===== src/rtl/marshal_pkg.sv =====
// Shared types and constants for the serial-to-byte marshalling path.
package marshal_pkg;

  localparam int unsigned BYTE_W = 8;
  localparam logic [BYTE_W-1:0] SYNC_DEFAULT = 8'hA5;

  typedef enum logic [1:0] {
    IDLE,
    HUNT,
    PAYLOAD
  } state_e;

  typedef struct packed {
    logic              sof;
    logic              eof;
    logic [BYTE_W-1:0] data;
  } entry_t;

endpackage


===== src/rtl/marshal_frame_ctrl_if.sv =====
// Byte-stream handshake between the frame controller and its consumer.
interface marshal_frame_ctrl_if;
  import marshal_pkg::*;

  logic [BYTE_W-1:0] byte_out;
  logic              byte_sof;
  logic              byte_eof;
  logic              byte_valid;
  logic              byte_ready;

  modport master (
    output byte_out,
    output byte_sof,
    output byte_eof,
    output byte_valid,
    input  byte_ready
  );

  modport slave (
    input  byte_out,
    input  byte_sof,
    input  byte_eof,
    input  byte_valid,
    output byte_ready
  );

endinterface


===== src/rtl/marshal_fifo.sv =====
// Synchronous first-word-fall-through FIFO of tagged byte entries.
module marshal_fifo
  import marshal_pkg::*;
#(
  parameter int unsigned DEPTH = 4
) (
  input  logic   clk,
  input  logic   rst,
  input  logic   push,
  input  entry_t din,
  input  logic   pop,
  output entry_t dout,
  output logic   full,
  output logic   empty
);

  localparam int unsigned AW = (DEPTH > 1) ? $clog2(DEPTH) : 1;
  localparam logic [AW:0] FULL_CNT = (AW + 1)'(DEPTH);

  entry_t          mem [DEPTH];
  logic [AW-1:0]   wr_ptr;
  logic [AW-1:0]   rd_ptr;
  logic [AW:0]     count;
  logic            do_push;
  logic            do_pop;

  assign full  = (count == FULL_CNT);
  assign empty = (count == '0);
  assign dout  = mem[rd_ptr];

  // A pop frees the head slot this edge, so a push into a full FIFO still lands.
  assign do_pop  = pop && !empty;
  assign do_push = push && (!full || do_pop);

  always_ff @(posedge clk) begin
    if (do_push) mem[wr_ptr] <= din;
  end

  always_ff @(posedge clk) begin
    if (rst) begin
      wr_ptr <= '0;
      rd_ptr <= '0;
      count  <= '0;
    end else begin
      if (do_push) wr_ptr <= wr_ptr + 1'b1;
      if (do_pop)  rd_ptr <= rd_ptr + 1'b1;
      case ({do_push, do_pop})
        2'b10:   count <= count + 1'b1;
        2'b01:   count <= count - 1'b1;
        default: count <= count;
      endcase
    end
  end

endmodule


===== src/rtl/marshal_frame_ctrl.sv =====
// Sync-hunting frame controller: assembles LSB-first payload bytes into a tagged output FIFO.
module marshal_frame_ctrl
  import marshal_pkg::*;
#(
  parameter int unsigned LEN_W = 8,
  parameter int unsigned DEPTH = 4,
  parameter int unsigned FRM_W = 16
) (
  input  logic                  clk,
  input  logic                  rst,
  input  logic                  serial_in,
  input  logic                  serial_valid,
  input  logic                  cfg_en,
  input  logic [BYTE_W-1:0]     cfg_sync,
  input  logic [LEN_W-1:0]      cfg_len,
  input  logic                  ovf_clr,
  marshal_frame_ctrl_if.master  bus,
  output logic                  overflow,
  output logic                  in_frame,
  output logic [FRM_W-1:0]      frame_cnt
);

  state_e             state;
  state_e             state_next;
  logic [BYTE_W-1:0]  window;
  logic [3:0]         fill_cnt;
  logic [2:0]         bit_cnt;
  logic [LEN_W-1:0]   byte_cnt;
  logic [LEN_W-1:0]   len_q;
  logic [BYTE_W-1:0]  asm_q;

  logic [BYTE_W-1:0]  win_shift;
  logic [BYTE_W-1:0]  asm_byte;
  logic               hunt_bit;
  logic               pay_bit;
  logic               match;
  logic               byte_done;
  logic               last_byte;
  logic               frame_done;
  logic               push_req;
  entry_t             push_entry;

  entry_t             head;
  logic               fifo_full;
  logic               fifo_empty;
  logic               pop;
  logic               drop;

  always_ff @(posedge clk) begin
    if (rst) state <= IDLE;
    else     state <= state_next;
  end

  always_comb begin
    state_next = state;
    win_shift  = {serial_in, window[BYTE_W-1:1]};
    asm_byte   = asm_q;
    asm_byte[bit_cnt] = serial_in;
    hunt_bit   = cfg_en && serial_valid && (state == HUNT);
    pay_bit    = cfg_en && serial_valid && (state == PAYLOAD);
    // The window counts as full once the current bit is the eighth one shifted in.
    match      = hunt_bit && (fill_cnt >= 4'd7) && (win_shift == cfg_sync);
    byte_done  = pay_bit && (bit_cnt == 3'd7);
    last_byte  = (byte_cnt == len_q - 1'b1);
    push_req   = byte_done;
    push_entry.sof  = (byte_cnt == '0);
    push_entry.eof  = last_byte;
    push_entry.data = asm_byte;
    frame_done = (match && (cfg_len == '0)) || (byte_done && last_byte);

    if (!cfg_en) begin
      state_next = IDLE;
    end else begin
      case (state)
        IDLE:    state_next = HUNT;
        HUNT:    if (match && (cfg_len != '0)) state_next = PAYLOAD;
        PAYLOAD: if (byte_done && last_byte) state_next = HUNT;
        default: state_next = IDLE;
      endcase
    end
  end

  always_ff @(posedge clk) begin
    if (rst) begin
      window    <= '0;
      fill_cnt  <= '0;
      bit_cnt   <= '0;
      byte_cnt  <= '0;
      len_q     <= '0;
      asm_q     <= '0;
      frame_cnt <= '0;
    end else begin
      if (!cfg_en || (state == IDLE)) begin
        fill_cnt <= '0;
        bit_cnt  <= '0;
        byte_cnt <= '0;
      end else if (hunt_bit) begin
        window <= win_shift;
        if (match) begin
          len_q    <= cfg_len;
          bit_cnt  <= '0;
          byte_cnt <= '0;
          if (cfg_len == '0) fill_cnt <= '0;
        end else if (fill_cnt != 4'd8) begin
          fill_cnt <= fill_cnt + 1'b1;
        end
      end else if (pay_bit) begin
        asm_q   <= asm_byte;
        bit_cnt <= bit_cnt + 1'b1;
        if (byte_done) begin
          byte_cnt <= byte_cnt + 1'b1;
          if (last_byte) fill_cnt <= '0;
        end
      end
      if (frame_done) frame_cnt <= frame_cnt + 1'b1;
    end
  end

  assign pop  = !fifo_empty && bus.byte_ready;
  assign drop = push_req && fifo_full && !pop;

  always_ff @(posedge clk) begin
    if (rst)          overflow <= 1'b0;
    else if (drop)    overflow <= 1'b1;
    else if (ovf_clr) overflow <= 1'b0;
  end

  marshal_fifo #(
    .DEPTH (DEPTH)
  ) u_fifo (
    .clk   (clk),
    .rst   (rst),
    .push  (push_req),
    .din   (push_entry),
    .pop   (pop),
    .dout  (head),
    .full  (fifo_full),
    .empty (fifo_empty)
  );

  assign bus.byte_valid = !fifo_empty;
  assign bus.byte_out   = fifo_empty ? '0 : head.data;
  assign bus.byte_sof   = !fifo_empty && head.sof;
  assign bus.byte_eof   = !fifo_empty && head.eof;
  assign in_frame       = (state == PAYLOAD);

endmodule


===== src/flat_wrapper.sv =====
// flat-port wrapper written by rule: the top's interface ports become plain ports
module marshal_frame_ctrl_flat import marshal_pkg::*;
#(
  parameter int unsigned LEN_W = 8,
  parameter int unsigned DEPTH = 4,
  parameter int unsigned FRM_W = 16
)
  (clk, rst, serial_in, serial_valid, cfg_en, cfg_sync, cfg_len, ovf_clr, overflow, in_frame, frame_cnt, bus_byte_out, bus_byte_sof, bus_byte_eof, bus_byte_valid, bus_byte_ready);
  marshal_frame_ctrl_if bus_i ();
  input  logic clk;
  input  logic rst;
  input  logic serial_in;
  input  logic serial_valid;
  input  logic cfg_en;
  input  logic [BYTE_W-1:0] cfg_sync;
  input  logic [LEN_W-1:0] cfg_len;
  input  logic ovf_clr;
  output logic overflow;
  output logic in_frame;
  output logic [FRM_W-1:0] frame_cnt;
  output wire logic [$bits(bus_i.byte_out)-1:0] bus_byte_out;
  output wire logic [$bits(bus_i.byte_sof)-1:0] bus_byte_sof;
  output wire logic [$bits(bus_i.byte_eof)-1:0] bus_byte_eof;
  output wire logic [$bits(bus_i.byte_valid)-1:0] bus_byte_valid;
  input wire logic [$bits(bus_i.byte_ready)-1:0] bus_byte_ready;
  assign bus_byte_out = bus_i.byte_out;
  assign bus_byte_sof = bus_i.byte_sof;
  assign bus_byte_eof = bus_i.byte_eof;
  assign bus_byte_valid = bus_i.byte_valid;
  assign bus_i.byte_ready = bus_byte_ready;
  marshal_frame_ctrl #(.LEN_W(LEN_W), .DEPTH(DEPTH), .FRM_W(FRM_W)) u_core (.clk(clk), .rst(rst), .serial_in(serial_in), .serial_valid(serial_valid), .cfg_en(cfg_en), .cfg_sync(cfg_sync), .cfg_len(cfg_len), .ovf_clr(ovf_clr), .bus(bus_i), .overflow(overflow), .in_frame(in_frame), .frame_cnt(frame_cnt));
endmodule

===== config.mk =====
export PLATFORM = sky130hd
export DESIGN_NAME = marshal_frame_ctrl_flat
export DESIGN_NICKNAME = d
export VERILOG_FILES = /design/src/rtl/marshal_pkg.sv /design/src/rtl/marshal_frame_ctrl_if.sv /design/src/rtl/marshal_fifo.sv /design/src/rtl/marshal_frame_ctrl.sv /design/src/flat_wrapper.sv
export SDC_FILE = /design/constraint.sdc
export NUM_CORES = 1
export LEC_CHECK = 0
export CAP_MARGIN = 10
export CORE_ASPECT_RATIO = 1.5
export CORE_MARGIN = 2
export CORE_UTILIZATION = 51
export DETAILED_ROUTE_END_ITERATION = 12
export GPL_TIMING_DRIVEN = 0
export PLACE_DENSITY_LB_ADDON = 0.2
export SKIP_CTS_REPAIR_TIMING = 1
export SYNTH_ARGS = -nofsm -noshare
export SYNTH_HDL_FRONTEND = slang
export SYNTH_SLANG_ARGS = --single-unit

===== constraint.sdc =====
create_clock -name clk -period 2.4 [get_ports clk]
set_input_delay 0.24 -clock clk [delete_from_list [all_inputs] [get_ports clk]]
set_output_delay 0.24 -clock clk [all_outputs]
set_load 0.02 [all_outputs]

# Word-level counts from Yosys, hierarchy flattened

Memory sizes are Yosys's and may differ from the RTL's. A register that Yosys moved wholly into a read port is not among the register bits.
Cells that the tools add are included.

Register bits after elaboration: 65
Bits in writable memories: 40
Input bits: 23
Output and inout bits: 29
Logic and storage cells: 113
Memories: 1

Memory list:

| memory            | words | width | read ports | clocked after Yosys merged registers in | write ports | line               | source |
|---|---|---|---|---|---|---|---|
| u_core.u_fifo.mem | 4     | 10    | 1          | 1                                       | 1           | marshal_fifo.sv:20 | `entry_t mem [DEPTH];` |

Add/subtract/negate cells: 9
$lt $le $gt $ge: 3
Eq/ne operators: 14
Mux-type cells: 28
Bitwise operators: 3
Reduce and logical (&&, ||, !) cells: 43

Operator list:

| operator                                                           | count |
|---|---|
| 8-bit two-way mux                                                  | 5 |
| 4-bit two-way mux                                                  | 7 |
| 1-bit logical AND                                                  | 17 |
| 16-bit by 1-bit adder with 16-bit output, second input constant    | 1 |
| 8-bit equality test                                                | 2 |
| 8-bit zero test                                                    | 2 |
| 2-bit nonzero test                                                 | 5 |
| 3-bit two-way mux                                                  | 3 |
| 3-bit AND reduction                                                | 3 |
| 8-bit by 1-bit adder with 8-bit output, second input constant      | 1 |
| 8-bit bitwise mux                                                  | 1 |
| 2-bit two-way mux                                                  | 4 |
| 8-bit nonzero test                                                 | 1 |
| 8-bit by 1-bit subtractor with 8-bit output, second input constant | 1 |
| 3-bit by 1-bit adder with 3-bit output, second input constant      | 2 |
| 3-bit equality test, second input constant                         | 2 |
| 3-bit != test, second input constant                               | 2 |
| 2-bit case mux with 3 select lines                                 | 1 |
| 3-bit case mux with 2 select lines                                 | 1 |
| 2-bit AND reduction                                                | 3 |
| 1-bit two-way mux                                                  | 5 |
| 5-bit AND reduction                                                | 1 |
| 2-bit by 1-bit adder with 2-bit output, second input constant      | 2 |
| 4-bit by 1-bit adder with 4-bit output, second input constant      | 1 |
| 16 further kinds                                                   | 27 |

# Longest topological paths before layout

Depth in word-level cells: 8
Mapped depth: 11

# Cells and area by module

From an unflattened synthesis, not the netlist that was laid out.

Cell total of the unflattened synthesis: 527
Area total of the unflattened synthesis: 5,303.8 µm²

By module, submodules not included:

| module             | instances | cells each | area an instance (µm²) | sequential area each (µm²) |
|---|---|---|---|---|
| marshal_frame_ctrl | 1         | 416        | 3,326.9                | 1,141.1 |
| marshal_fifo       | 1         | 111        | 1,976.9                | 1,381.3 |

# Worst setup path before layout

No wires, ideal clock.

Kind: register -> register
From: register u_core.state[1]
To: register u_core.u_fifo.count[2]
Setup time: 0.128 ns
Arrival: 2.499 ns
Setup slack: -0.227 ns
Cell stages (with the launch flop): 11
Buffers on the path: 2
Period minus slack after synthesis: 2.627 ns
Path through: dfxtp_1 > nor2b_1 > and3_1 > clkbuf_1 > nand2_1 > clkbuf_1 > nand3_1 > fa_1 > or3_1 > a311oi_1 > nor2_1

Word-level cells in the longest chain between the ends: 6

Ends and longest elaborated chain:

| what                                                                                         | line                     | source |
|---|---|---|
| start, declared                                                                              | marshal_frame_ctrl.sv:23 | `state_e state;` |
| start signal, assigned                                                                       | marshal_frame_ctrl.sv:51 | `else state <= state_next;` |
| 2-bit equality test *                                                                        | -                        |  |
| via in_frame                                                                                 | flat_wrapper.sv:19       | `output logic in_frame;` |
| 1-bit logical AND *                                                                          | marshal_frame_ctrl.sv:60 | `pay_bit = cfg_en && serial_valid && (state == PAYLOAD);` |
| 1-bit logical AND *                                                                          | marshal_frame_ctrl.sv:63 | `byte_done = pay_bit && (bit_cnt == 3'd7);` |
| 1-bit logical AND *                                                                          | marshal_fifo.sv:33       | `assign do_push = push && (!full \|\| do_pop);` |
| 2-bit by 1-bit equality test with 1-bit output / 2-bit equality test (equally long branches) | marshal_fifo.sv:47       | `case ({do_push, do_pop})` |
| 3-bit case mux with 2 select lines / 2-bit nonzero test (equally long branches)              | -                        |  |
| end signal, assigned                                                                         | marshal_fifo.sv:48       | `2'b10: count <= count + 1'b1;` |
| end signal, assigned                                                                         | marshal_fifo.sv:49       | `2'b01: count <= count - 1'b1;` |
| end signal, assigned                                                                         | marshal_fifo.sv:50       | `default: count <= count;` |
| end, declared                                                                                | marshal_fifo.sv:23       | `logic [AW:0] count;` |

Mark *: on every way through the listed nets, which the timed path passes. The rest lies on a longest branch.
A chain may end at the register's enable or synchronous reset.

# Worst setup path in the final report

From: register u_core.len_q[0]
To: register u_core.frame_cnt[14]

Word-level cells in the longest chain between the ends: 4

Ends and longest elaborated chain:

| what                                        | line                      | source |
|---|---|---|
| start, declared                             | marshal_frame_ctrl.sv:29  | `logic [LEN_W-1:0] len_q;` |
| start signal, assigned                      | marshal_frame_ctrl.sv:100 | `len_q <= cfg_len;` |
| 8-bit by 1-bit subtractor with 8-bit output | marshal_frame_ctrl.sv:64  | `last_byte = (byte_cnt == len_q - 1'b1);` |
| 8-bit equality test                         | marshal_frame_ctrl.sv:64  |  |
| 1-bit logical AND                           | marshal_frame_ctrl.sv:69  | `frame_done = (match && (cfg_len == '0)) \|\| (byte_done && last_byte);` |
| 1-bit logical OR                            | marshal_frame_ctrl.sv:69  |  |
| end signal, assigned                        | marshal_frame_ctrl.sv:115 | `if (frame_done) frame_cnt <= frame_cnt + 1'b1;` |
| end, declared                               | marshal_frame_ctrl.sv:20  | `output logic [FRM_W-1:0] frame_cnt` |

Every way passes these cells.

==> impl_metrics.csv <==
group,metric,value,unit
run_status,outcome,"completed",
timing,relSlewSlack,52.2,%
timing,hold_viol,0,
drt,viasPerCell,5.68,
clocking,clk_latency,0.35,ns
critical_path,path_buf_inv,2,
drt,vias,3776,
timing,tns,0,ns
synth,synth_compound_area_share,8.43,%
placed_design,gp_congestion,0.825,
critical_path,path_class,"reg -> reg",
timing,finalMaxSlewViolations,0,
global_route,antenna_found_initial,0,
floorplan,fp.dieW,84.7,um
clocking,root_buffer,"clkbuf_16",
floorplan,initial_core_util,52.1,%
synth,ys_top_cells_by_count,"dfxtp_1 (66), nor2_1 (54), edfxtp_1 (40), a21oi_1 (35), nand2_1 (30)",
global_route,grt_pass1_vias,3745,
power_and_ir_drop,peakVddDrop,0.396,mV
synth,yosysTopAreaCellShare,26.5,%
floorplan,dieArea,10600,um2
global_route,grt-ovfl-total,0,
finish,layout.nets,581,
timing,fin_crit_sh,99.2,%
timing,setup_viol,0,
timing,finalWorstSetupSlack,0.0198,ns
critical_path,cp-start-kind,"flip-flop",
drt,wirelength,10700,um
synth,synth_top_family_by_area,"simple AND/OR/NAND/NOR gates",
drt,first_pass_iters,5,
clocking,ctsHtreeMaxLevel,3,
drt,drtIter0Drc,257,
synth,synth_nets,513,
clocking,cts_buffers,9,
timing,hold_slack,0.311,ns
power_and_ir_drop,p_int,2700,uW
placed_design,post-place-ws,-0.407,ns
synth,synthSimpleGateAreaFrac,19.2,%
placed_design,dp_cells,642,
timing,final.min_clock_period,2.38,ns
critical_path,path_cells,"inv_2, ha_4, xnor2_2, xnor2_1, a32o_1, nand4_1, o31a_1, buf_6, or3_1, a21oi_2",
timing,fmax,420,MHz
synth,muxShareOfSynthArea,10.2,%
critical_path,cpLargestDelayFamily,"compound AO/OA/AOI/OAI gates",
power_and_ir_drop,powerDensity,549,nW/um2
synth,synth_warnings,0,
global_route,grt_usage,20.4,%
floorplan,die_h,125,um
critical_path,required,2.68,ns
synth,synthDistinctLibCells,51,
power_and_ir_drop,switching_power,688,uW
power_and_ir_drop,comb_power_share,2.7,%
finish,num-fill-cells,793,
clocking,cts_sinks,106,
synth,synth_most_common_cell,"dfxtp_1",
timing,skew,0.00819,ns
job,cap_violations,0,
power_and_ir_drop,p_seq_share,54.6,%
placed_design,port-buffer-count,50,
finish,num_antenna_cells,0,
finish,utilization,64.5,%
synth,ys_seq_elements,106,
synth,syn_area_per_cell,10.5,um2
power_and_ir_drop,p_clk_share,42.7,%
synth,post-synth-top-area-cell,"dfxtp_1",
synth,seq_area_frac_synth,50.6,%
critical_path,max_stage_delay,0.44,ns
floorplan,boundaryPins,52,
drt,wl_per_cell,16.0,um
clocking,max-clock-path-buffers,2,
critical_path,crit_arrival,2.66,ns
global_route,grt_pass1_wl,17400,um
finish,fin_cells,665,
synth,synth_fa_ha_area_share,3.41,%
finish,register_area,2540,um2
synth,syn_inst,477,
timing,rsz0062_at_grt,"yes",
clocking,cts_tree,"yes",
floorplan,fp.coreArea,9580,um2
worst_hold_path,min_path_type,"in -> reg",
synth,synth_edf_count,40,
finish,multi_input_area,2470,um2
drt,postRouteAntennaNets,0,
synth,ys.flop_type,"dfxtp_1",
timing,worst_pin_slew,0.717,ns
critical_path,crit_fanout,5,
critical_path,slowest_stage,"o31a_1",
finish,drive_above_1_share,17.8,%
floorplan,rows,44,
placed_design,hpwl,7480,um
finish,layout-area-overhead-vs-synth,23.9,%
power_and_ir_drop,switching_share,20.3,%
clocking,clk_pin_slew,0.07,ns
power_and_ir_drop,leakagePower,0.00211,uW
global_route,grt_start_max_net_pins,18,
critical_path,cp-end-kind,"flip-flop",
synth,synthArstFlopShare,0,%
drt,drc,0,
synth,synth_xor_area_share,5.09,%
synth,synthesis.area,4990,um2
synth,synth.top_cells.by_area,"dfxtp_1 (26%), edfxtp_1 (24%), mux4_2 (4.5%)",
path summary, 6_finish.rpt:
| path | from | endpoint | slack (ns) | depth (start not counted) |
|---|---|---|---|---|
| worst max-delay path | u_core.len_q[0] | u_core.frame_cnt[14] | 0.02 | 10 |
| worst min-delay path | serial_in | u_core.window[7] | 0.31 | 3 |
| worst max register to register | u_core.len_q[0] | u_core.frame_cnt[14] | 0.02 | 10 |
| worst min register to register | u_core.window[1] | u_core.window[1] | 0.48 | 2 |
per-stage QoR:
stage | power [uW] | instance area [um2]
6_report | 3390 | 6180
5_1_grt | 3500 | 6180
4_1_cts | 3420 | 5930
3_5_place_dp | 1980 | 5640
3_3_place_gp | 1980 | 5640
2_1_floorplan | 1930 | 5000
power by group through the flow:
stage	Sequential, uW	Combinational (uW)	Clock [uW]
3_5_place_dp	1890	88.0	0
2_1_floorplan	1890	34.6	0
6_report	1850	90.4	1450
3_3_place_gp	1890	87.1	0
4_1_cts	1850	88.5	1480
5_1_grt	1850	99.2	1550
routing by layer:
layer | vias up | GRT usage, % | routed length (um)
met5 | - | 0 | 0
met4 | 0 | 9.43 | 286
met3 | 23 | 3.70 | 348
met2 | 83 | 37.4 | 5940
met1 | 1815 | 22.5 | 4090
li1 | 1855 | - | -
registers in the layout (all words and copies together), names as in the netlist, 3 cells and up, named ones only:
name	cells
u_core.asm_q	8
u_core.bit_cnt	3
u_core.byte_cnt	8
u_core.fill_cnt	4
u_core.frame_cnt	16
u_core.len_q	8
u_core.u_fifo.count	3
u_core.u_fifo.mem	40
u_core.window	7
worst reg2reg max path: stages, from the launching register on:
cell     delay, ns
dfxtp_4       0.36
inv_2         0.04
ha_4          0.17
xnor2_2       0.19
xnor2_1       0.14
a32o_1        0.15
nand4_1       0.16
o31a_1        0.44
buf_6         0.17
or3_1         0.33
a21oi_2       0.15
layout by cell type, fill, tap and decap left out, drive strengths merged, types with 3 or more instances in the layout:
cell type      instances
dfxtp                 66
nor2                  54
clkdlybuf4s50         50
edfxtp                40
a21oi                 35
nand2                 30
clkbuf                24
buf                   20
mux2i                 18
and2                  18
or3                   18
o21ai                 17
xor2                  15
xnor2                 14
nand3                 14
inv                   13
ha                    12
mux4                  10
mux2                   9
nand4                  8
nor3                   6
nor4                   6
and3                   6
a32o                   4
nand2b                 4
and4                   3
nor2b                  3
clkinv                 3
kinds of logic after synthesis:
logic type,after synthesis
fa+ha+maj,13
buf+inv,38
compound gates,70
flops,106
xor+xnor,29
simple gates,184
mux,37
cell type report:
| class | instances | share of cell area (%) |
|---|---|---|
| multi-input combinational | 333 | 39.9 |
| inverter | 12 | 0.729 |
| clock buffer | 11 | 3.77 |
| sequential | 106 | 41.0 |
| buffer | 22 | 1.84 |
| clock inverter | 5 | 0.911 |
| timing repair buffer | 61 | 9.46 |
| tap | 115 | 2.33 |
No activity file was read; power rests on OpenSTA's default activity.
